**config.mk**
```make
export PLATFORM = sky130hd
export DESIGN_NAME = lamp_sequencer
export DESIGN_NICKNAME = d
export VERILOG_FILES = /design/src/rtl/lamp_sequencer.sv
export SDC_FILE = /design/constraint.sdc
export NUM_CORES = 1
export LEC_CHECK = 0
export ABC_AREA = 1
export BUFFER_PORTS_ARGS = -buffer_cell sky130_fd_sc_hd__buf_2
export CAP_MARGIN = 20
export CORE_MARGIN = 2
export CORE_UTILIZATION = 55
export CTS_BUF_LIST = sky130_fd_sc_hd__clkbuf_16
export CTS_CLUSTER_DIAMETER = 80
export DETAILED_ROUTE_END_ITERATION = 16
export HOLD_SLACK_MARGIN = 0.1
export PLACE_DENSITY = 0.76
export SYNTH_ARGS = -nofsm -noshare
export SYNTH_HDL_FRONTEND = slang
export SYNTH_SLANG_ARGS = --single-unit
```
**constraint.sdc**
```tcl
create_clock -name clk -period 1.5 [get_ports clk]
set_input_delay 0.3 -clock clk [delete_from_list [all_inputs] [get_ports clk]]
set_output_delay 0.3 -clock clk [all_outputs]
set_load 0.05 [all_outputs]
```
**src/rtl/lamp_sequencer.sv**
```systemverilog
// ============================================================================
// Module      : lamp_sequencer
// Description : Timed RED->GREEN->YELLOW lamp sequencer with pedestrian
//               request/acknowledge; optional FLASH state via the
//               LAMP_FLASH_MODE_EN macro.
// Revision    : 1.0 - initial release
// ============================================================================
`default_nettype none

module lamp_sequencer #(
   parameter int RED_CYC = 8,
   parameter int GRN_CYC = 10,
   parameter int YEL_CYC = 3,
   parameter int MIN_GRN = 4,
   parameter int CNT_W   = 8
) (
   input  logic       clk,
   input  logic       rst_n,
   input  logic       en,
   input  logic       ped_req,
`ifdef LAMP_FLASH_MODE_EN
   input  logic       flash,
`endif
   output logic       ped_ack,
   output logic [2:0] light,
   output logic [1:0] phase,
   output logic       phase_done
);

   typedef enum logic [1:0] {
      S_RED   = 2'd0,
      S_GRN   = 2'd1,
      S_YEL   = 2'd2,
      S_FLASH = 2'd3
   } state_t;

   localparam logic [CNT_W-1:0] c_red_last = CNT_W'(RED_CYC - 1);
   localparam logic [CNT_W-1:0] c_grn_last = CNT_W'(GRN_CYC - 1);
   localparam logic [CNT_W-1:0] c_yel_last = CNT_W'(YEL_CYC - 1);
   localparam logic [CNT_W-1:0] c_min_last = CNT_W'(MIN_GRN - 1);

   state_t           r_state, w_state_nxt;
   logic [CNT_W-1:0] r_cnt, w_cnt_nxt;
   logic [2:0]       r_light, w_light_nxt;
   logic             r_pend, w_pend_nxt;
   logic             r_req_q;
   logic             r_ack, w_ack_nxt;
   logic             r_done, w_done_nxt;
   logic             w_rise;

   always_ff @(posedge clk or negedge rst_n) begin
      if (!rst_n) begin
         r_state <= S_RED;
         r_cnt   <= '0;
         r_light <= 3'b100;
         r_pend  <= 1'b0;
         r_req_q <= 1'b0;
         r_ack   <= 1'b0;
         r_done  <= 1'b0;
      end else begin
         r_state <= w_state_nxt;
         r_cnt   <= w_cnt_nxt;
         r_light <= w_light_nxt;
         r_pend  <= w_pend_nxt;
         r_req_q <= ped_req;
         r_ack   <= w_ack_nxt;
         r_done  <= w_done_nxt;
      end
   end

   always_comb begin
      w_state_nxt = r_state;
      w_cnt_nxt   = r_cnt;
      w_light_nxt = r_light;
      w_ack_nxt   = 1'b0;
      w_done_nxt  = 1'b0;
      w_rise      = ped_req & ~r_req_q;
      w_pend_nxt  = r_pend | w_rise;
`ifdef LAMP_FLASH_MODE_EN
      if (flash) begin
         if (r_state != S_FLASH) begin
            w_state_nxt = S_FLASH;
            w_cnt_nxt   = '0;
            w_light_nxt = 3'b010;
            w_done_nxt  = 1'b1;
         end else if (r_cnt == c_yel_last) begin
            w_cnt_nxt   = '0;
            w_light_nxt = r_light ^ 3'b010;
         end else begin
            w_cnt_nxt   = r_cnt + 1'b1;
         end
      end else if (r_state == S_FLASH) begin
         w_state_nxt = S_RED;
         w_cnt_nxt   = '0;
         w_light_nxt = 3'b100;
         w_done_nxt  = 1'b1;
      end else
`endif
      if (en) begin
         w_cnt_nxt = r_cnt + 1'b1;
         unique case (r_state)
            S_RED: begin
               if (r_cnt == c_red_last) begin
                  w_state_nxt = S_GRN;
                  w_cnt_nxt   = '0;
                  w_light_nxt = 3'b001;
                  w_done_nxt  = 1'b1;
               end
            end
            S_GRN: begin
               // A single exit covers both the natural and the early case
               if ((r_cnt == c_grn_last) || (r_pend && (r_cnt >= c_min_last))) begin
                  w_state_nxt = S_YEL;
                  w_cnt_nxt   = '0;
                  w_light_nxt = 3'b010;
                  w_done_nxt  = 1'b1;
               end
            end
            S_YEL: begin
               if (r_cnt == c_yel_last) begin
                  w_state_nxt = S_RED;
                  w_cnt_nxt   = '0;
                  w_light_nxt = 3'b100;
                  w_done_nxt  = 1'b1;
                  if (r_pend) begin
                     w_ack_nxt  = 1'b1;
                     w_pend_nxt = w_rise;
                  end
               end
            end
            default: begin
               w_state_nxt = S_RED;
               w_cnt_nxt   = '0;
               w_light_nxt = 3'b100;
               w_done_nxt  = 1'b1;
            end
         endcase
      end
   end

   assign light      = r_light;
   assign phase      = r_state;
   assign ped_ack    = r_ack;
   assign phase_done = r_done;

endmodule

`default_nettype wire

```
Word level (Yosys, flattened, before mapping). Index checks and enable logic that the tools add are counted. Widths: inputs -> output; s select.

$add $sub $neg: 1. $lt $le $gt $ge: 1. Eq/ne operators: 8. Mux-type cells: 25. Bitwise operators: 3. Reductions and logical operators: 4.

Operator list (number): $mux 8 (3); $pmux 8 s3 (1); $mux 1 (12); $mux 3 (3); $pmux 3 s3 (1); $add 8x1->8 const B (1); $eq 8x2->1 const B (1); $eq 8x3->1 const B (1); $eq 8x4->1 const B (1); $ge 8x2->1 const B (1); $mux 2 (3); $ne 2x2->1 const B (3); $pmux 2 s3 (1); $reduce_and 4->1 (1); $pmux 1 s3 (1); $eq 2x1->1 const B (1); $eq 2x2->1 const B (1); $logic_not 2->1 (1); $and 1x1->1 (1); $logic_and 1x1->1 (1); $logic_or 1x1->1 (1); $not 1->1 (1); $or 1x1->1 (1).

Flip-flop bits (word level): 17. Input port bits: 4. Output and inout bits: 7.

Depth between registers and ports, before layout.
Depth in word-level cells: 7. Depth in mapped cells: 9.

Least setup slack after synthesis. No wires, ideal clock.

Path type: reg2reg. From: register, netlist name light[1]. To: register r_light[1], in the netlist light[1]. Library setup time: 0.120 ns. Arrival time: 1.404 ns. Data required time: 1.380 ns. Path slack: -0.024 ns. Cell stages (with the launch flop): 6. Path buffers: 0. Path through: dfrtp_1 > nor2_1 > a21oi_4 > nand3_2 > nand2_1 > nand2_1.

RTL lines: to (signal assigned) (line 63) `r_light <= w_light_nxt;`; to (decl) (line 44) `logic [2:0] r_light, w_light_nxt;`.

Worst setup path after layout.
From: register r_cnt[1]. To: register r_cnt[6].

Cells in the longest elaborated chain, start to end: 5. Elaborated cells between the ends (all ways): 11. Classes of those cells: add/sub: 1; order compare: 1; eq/ne: 3; mux: 4; reduce/logical: 2.

RTL lines: from (decl) (line 43) `logic [CNT_W-1:0] r_cnt, w_cnt_nxt;`; from (signal assigned) (line 62) `r_cnt <= w_cnt_nxt;`; $ge 8x2->1 (line 112) `if ((r_cnt == c_grn_last) || (r_pend && (r_cnt >= c_min_last))) begin`; $logic_and 1x1->1 (line 112); $logic_or 1x1->1 (line 112); $mux 8 (line 112); $pmux 8 s3 * (line 101) `unique case (r_state)`.

Every way passes the cells marked *; elsewhere a longest branch is shown, timed or not. A chain may end at the register's enable or synchronous reset.

==> insert_results.sql <==
INSERT INTO impl_metrics (metric_group, metric, value, unit) VALUES
('placed_design', 'gp_routability_congestion', '0.8426', ''),
('cts', 'tritoncts', 'yes', ''),
('logic_synthesis', 'synthesis.instances', '117', ''),
('cts', 'clock_latency', '250', 'ps'),
('logic_synthesis', 'synth.cell_area', '969.7', 'um2'),
('sta', 'timing.final.crit_period', '1404', 'ps'),
('cts', 'clk_pin_slew_worst_paths', '50', 'ps'),
('run', 'max_cap_viol_count', '0', ''),
('floorplan', 'core_area', '0.001689', 'mm2'),
('final_layout', 'ff_latch_area', '382.9', 'um2'),
('drt', 'antenna_left', '0', ''),
('logic_synthesis', 'synth.distinct_cells', '22', ''),
('drt', 'wirelength', '1939', 'um'),
('critical_path', 'critical_path.max_fanout', '6', ''),
('drt', 'drt_first_iter_violations', '13', ''),
('power_and_ir_drop', 'cellPowerDensity', '1967', 'mW/mm2'),
('critical_path', 'crit_path_frequent_cell', 'sky130_fd_sc_hd__nand3_4', ''),
('cts', 'htreeDepth', '1', ''),
('final_layout', 'area_overhead_of_the_layout_relative_to_synthesis', '21.42', '%'),
('logic_synthesis', 'mappedNetlistNets', '124', ''),
('sta', 'finalHoldViolations', '0', ''),
('global_route', 'global_route.usage.met1', '23.73', '%'),
('run_status', 'status', 'complete, no violations', ''),
('drt', 'post_drt_wl_per_cell', '12.84', 'um'),
('power_and_ir_drop', 'static-leakage-power', '0.6090', 'nW'),
('global_route', 'first_pass_grt_wire_length', '3036', 'um'),
('cts', 'cts_buffers', '3', ''),
('sta', 'hold-worst-slack', '172.0', 'ps'),
('sta', 'final_min_period_over_clock_period', '93.58', '%'),
('power_and_ir_drop', 'p_clk_share', '22.9', '%'),
('critical_path', 'r2r-start', 'r_cnt[1]$_DFFE_PN0P_', ''),
('sta', 'clock_skews', '4.027', 'ps'),
('logic_synthesis', 'ys_seq_area_share', '38.84', '%'),
('floorplan', 'design.die.area', '0.002115', 'mm2'),
('drt', 'first_pass_drt_iterations', '4', ''),
('floorplan', 'floorplan.die.width', '45.99', 'um'),
('power_and_ir_drop', 'p_sw', '1.084', 'mW'),
('placed_design', 'post-dp-hpwl', '1400', 'um'),
('critical_path', 'endpoint_kind', 'register', ''),
('critical_path', 'critical_path.max_stage_delay', '440', 'ps'),
('placed_design', 'io_buffer_count', '10', ''),
('power_and_ir_drop', 'share_of_total_power_consumed_by_net_switching', '46.80', '%'),
('global_route', 'grt_antenna_before_repair', '0', ''),
('floorplan', 'dieHeight', '45.99', 'um'),
('global_route', 'track_usage', '20.57', '%'),
('power_and_ir_drop', 'seq_power_share', '29.2', '%'),
('sta', 'timing.max_slew.rel_slack', '71.18', '%'),
('global_route', 'grt_util_met2', '35.00', '%'),
('critical_path', 'timing.critical_path.slowest_stage_cell', 'sky130_fd_sc_hd__dfrtp_2', ''),
('critical_path', 'setup.worst_path.start', 'r_cnt[1]$_DFFE_PN0P_', ''),
('cts', 'cell_at_the_root_of_the_clock_tree', 'sky130_fd_sc_hd__clkbuf_16', ''),
('global_route', 'busiest_layer', 'met2', ''),
('final_layout', 'final_net_count', '142', ''),
('floorplan', 'io-pin-count', '11', ''),
('critical_path', 'timing_worst_setup_path_type', 'reg2reg', ''),
('floorplan', 'start_util', '57.41', '%'),
('critical_path', 'critical_path.top_delay_family', 'simple AND/OR/NAND/NOR gates', ''),
('critical_path', 'timing.critical_path.cells', 'ha_4 -> inv_1 -> nand2_2 -> o21ai_4 -> nand3_4 -> nand3_4 -> nand3_1 -> nand2_1', ''),
('final_layout', 'multi_input_comb_area', '524.3', 'um2'),
('logic_synthesis', 'ys_seq_elements', '15', ''),
('drt', 'number_of_design_rule_violations_left_after_detail_routing', '0', ''),
('critical_path', 'worst-path-buf-inv', '1', ''),
('global_route', 'met3_track_utilization_from_global_routing', '2.778', '%'),
('cts', 'clock-sinks', '15', ''),
('critical_path', 'worst_ep_required_time', '1690', 'ps'),
('cts', 'cts.path.max_buffers', '2', ''),
('sta', 'fmaxAchievable', '712.4', 'MHz'),
('critical_path', 'critPathArrivalTime', '1590', 'ps'),
('global_route', 'gr-total-overflow', '0', ''),
('logic_synthesis', 'yosys_warnings', '0', ''),
('critical_path', 'worstSetupStartpointType', 'register', '');
## through the flow
| step | cell area [um2] | setup slack [ps] | util [%] | cells | setup TNS [ps] |
|---|---|---|---|---|---|
| global placement | 1046 | 88.73 | 61.93 | 144 | 0 |
| detailed placement | 1046 | 38.47 | 61.93 | 144 | 0 |
| floorplan | 972.2 | 152.5 | - | 117 | 0 |
| CTS | 1136 | 7.614 | 67.26 | 149 | 0 |
| finish | 1177 | 96.29 | 69.70 | 151 | 0 |
| global route | 1177 | -19.60 | 69.70 | 151 | -32.82 |
## registers in the layout (all words and copies together), names as in the netlist
name,cells
light,2
phase_done,1
phase,1
ped_ack,1
r_pend,1
r_req_q,1
r_cnt,8
## cells by family (layout without fill, tap and decap cells)
| family | after synthesis | in the layout | synth area share (%) |
|---|---|---|---|
| flip-flops | 15 | 15 | 38.84 |
| XOR/XNOR | 5 | 5 | 4.517 |
| AO/OA/AOI/OAI | 5 | 5 | 6.065 |
| AND/OR/NAND/NOR | 67 | 67 | 37.29 |
| buffers and inverters | 22 | 39 | 9.419 |
| adder cells (fa/ha/maj) | 3 | 3 | 3.871 |
## layout make-up
class | count | area share, %
inverter | 19 | 6.057
tap | 17 | 1.807
timing repair buffer | 16 | 8.289
clock inverter | 1 | 0.4251
multi-input combinational | 80 | 44.53
clock buffer | 3 | 6.376
sequential | 15 | 32.52
## routing by layer
| layer | routed length [um] | part of all wire [%] |
|---|---|---|
| met3 | 53 | 2.7 |
| met5 | 0 | 0 |
| met4 | 31 | 1.6 |
| met1 | 868 | 45 |
| met2 | 985 | 51 |
## path summary, 6_finish.rpt
kind / endpoint / slack [ps] / cells after the start
worst min register to register: r_pend$_DFF_PN0_ / 430 / 1
min in group asynchronous: ped_ack$_DFF_PN0_ / 500 / 2
max in group asynchronous: light[2]$_DFFE_PN1P_ / 700 / 2
worst min-delay path: r_req_q$_DFF_PN0_ / 170 / 1
worst max register to register: r_cnt[6]$_DFFE_PN0P_ / 100 / 8
worst max-delay path: r_cnt[6]$_DFFE_PN0P_ / 100 / 8
## worst reg2reg max path, cell delays in order, from the launching register on
cell and delay [ps]:
sky130_fd_sc_hd__dfrtp_2 440, sky130_fd_sc_hd__ha_4 180, sky130_fd_sc_hd__inv_1 60, sky130_fd_sc_hd__nand2_2 60, sky130_fd_sc_hd__o21ai_4 160, sky130_fd_sc_hd__nand3_4 140
sky130_fd_sc_hd__nand3_4 150, sky130_fd_sc_hd__nand3_1 80, sky130_fd_sc_hd__nand2_1 70
## power by group through the flow
stage	registers [mW]	logic [mW]	clock network [mW]
3_5_place_dp	0.668	1.05	0
4_1_cts	0.663	1.06	0.536
3_3_place_gp	0.657	1.03	0
5_1_grt	0.696	1.21	0.560
2_1_floorplan	0.806	0.740	0
6_report	0.677	1.11	0.530
## synthesized netlist by cell type
master / n / area, um2
sky130_fd_sc_hd__nand2_1: 27 / 101.4
sky130_fd_sc_hd__inv_1: 16 / 60.06
sky130_fd_sc_hd__dfrtp_1: 14 / 350.3
sky130_fd_sc_hd__nand3_1: 13 / 65.06
sky130_fd_sc_hd__nor2_1: 10 / 37.54
sky130_fd_sc_hd__nand4_1: 5 / 31.28
sky130_fd_sc_hd__nand2_2: 4 / 25.02
sky130_fd_sc_hd__ha_1: 3 / 37.54
sky130_fd_sc_hd__nand3_2: 3 / 30.03
sky130_fd_sc_hd__nand3_4: 3 / 52.55
sky130_fd_sc_hd__xor2_1: 3 / 26.28
sky130_fd_sc_hd__a21oi_4: 2 / 32.53
sky130_fd_sc_hd__buf_4: 2 / 15.01
sky130_fd_sc_hd__clkinv_1: 2 / 7.510
sky130_fd_sc_hd__o21ai_0: 2 / 10.01
sky130_fd_sc_hd__xnor2_1: 2 / 17.52
sky130_fd_sc_hd__buf_2: 1 / 5.000
sky130_fd_sc_hd__dfstp_2: 1 / 26.28
sky130_fd_sc_hd__inv_2: 1 / 3.750
sky130_fd_sc_hd__nor2_4: 1 / 11.26
sky130_fd_sc_hd__nor3b_1: 1 / 7.510
sky130_fd_sc_hd__o21ai_4: 1 / 16.27
## repair_timing
action	4_1_cts	5_1_grt
gates resized for setup	0	8
hold endpoints to repair	14	0
setup endpoints to repair	0	11
hold buffers	1	0
buffers inserted	0	2
## placed cells by master (no fill, tap or decap)
cell type and instances:
sky130_fd_sc_hd__dlygate4sd3_1 1, sky130_fd_sc_hd__nor2_2 2, sky130_fd_sc_hd__nor2_4 1, sky130_fd_sc_hd__clkinv_2 1
sky130_fd_sc_hd__buf_4 5, sky130_fd_sc_hd__nand3_1 13, sky130_fd_sc_hd__o21ai_4 1, sky130_fd_sc_hd__xor2_1 3
sky130_fd_sc_hd__ha_1 2, sky130_fd_sc_hd__dfrtp_2 5, sky130_fd_sc_hd__nand4_1 5, sky130_fd_sc_hd__nand2_1 27
sky130_fd_sc_hd__nor2_1 8, sky130_fd_sc_hd__nand2_2 3, sky130_fd_sc_hd__buf_2 10, sky130_fd_sc_hd__o21ai_0 2
sky130_fd_sc_hd__nor3b_1 1, sky130_fd_sc_hd__nand3_2 3, sky130_fd_sc_hd__clkinv_1 2, sky130_fd_sc_hd__ha_4 1
sky130_fd_sc_hd__xnor2_1 2, sky130_fd_sc_hd__inv_2 1, sky130_fd_sc_hd__nand3_4 3, sky130_fd_sc_hd__inv_1 16
sky130_fd_sc_hd__nand2_4 1, sky130_fd_sc_hd__a21oi_4 2, sky130_fd_sc_hd__dfstp_2 1, sky130_fd_sc_hd__dfrtp_1 9
sky130_fd_sc_hd__clkbuf_16 3
No activity file was read; power rests on OpenSTA's default activity.
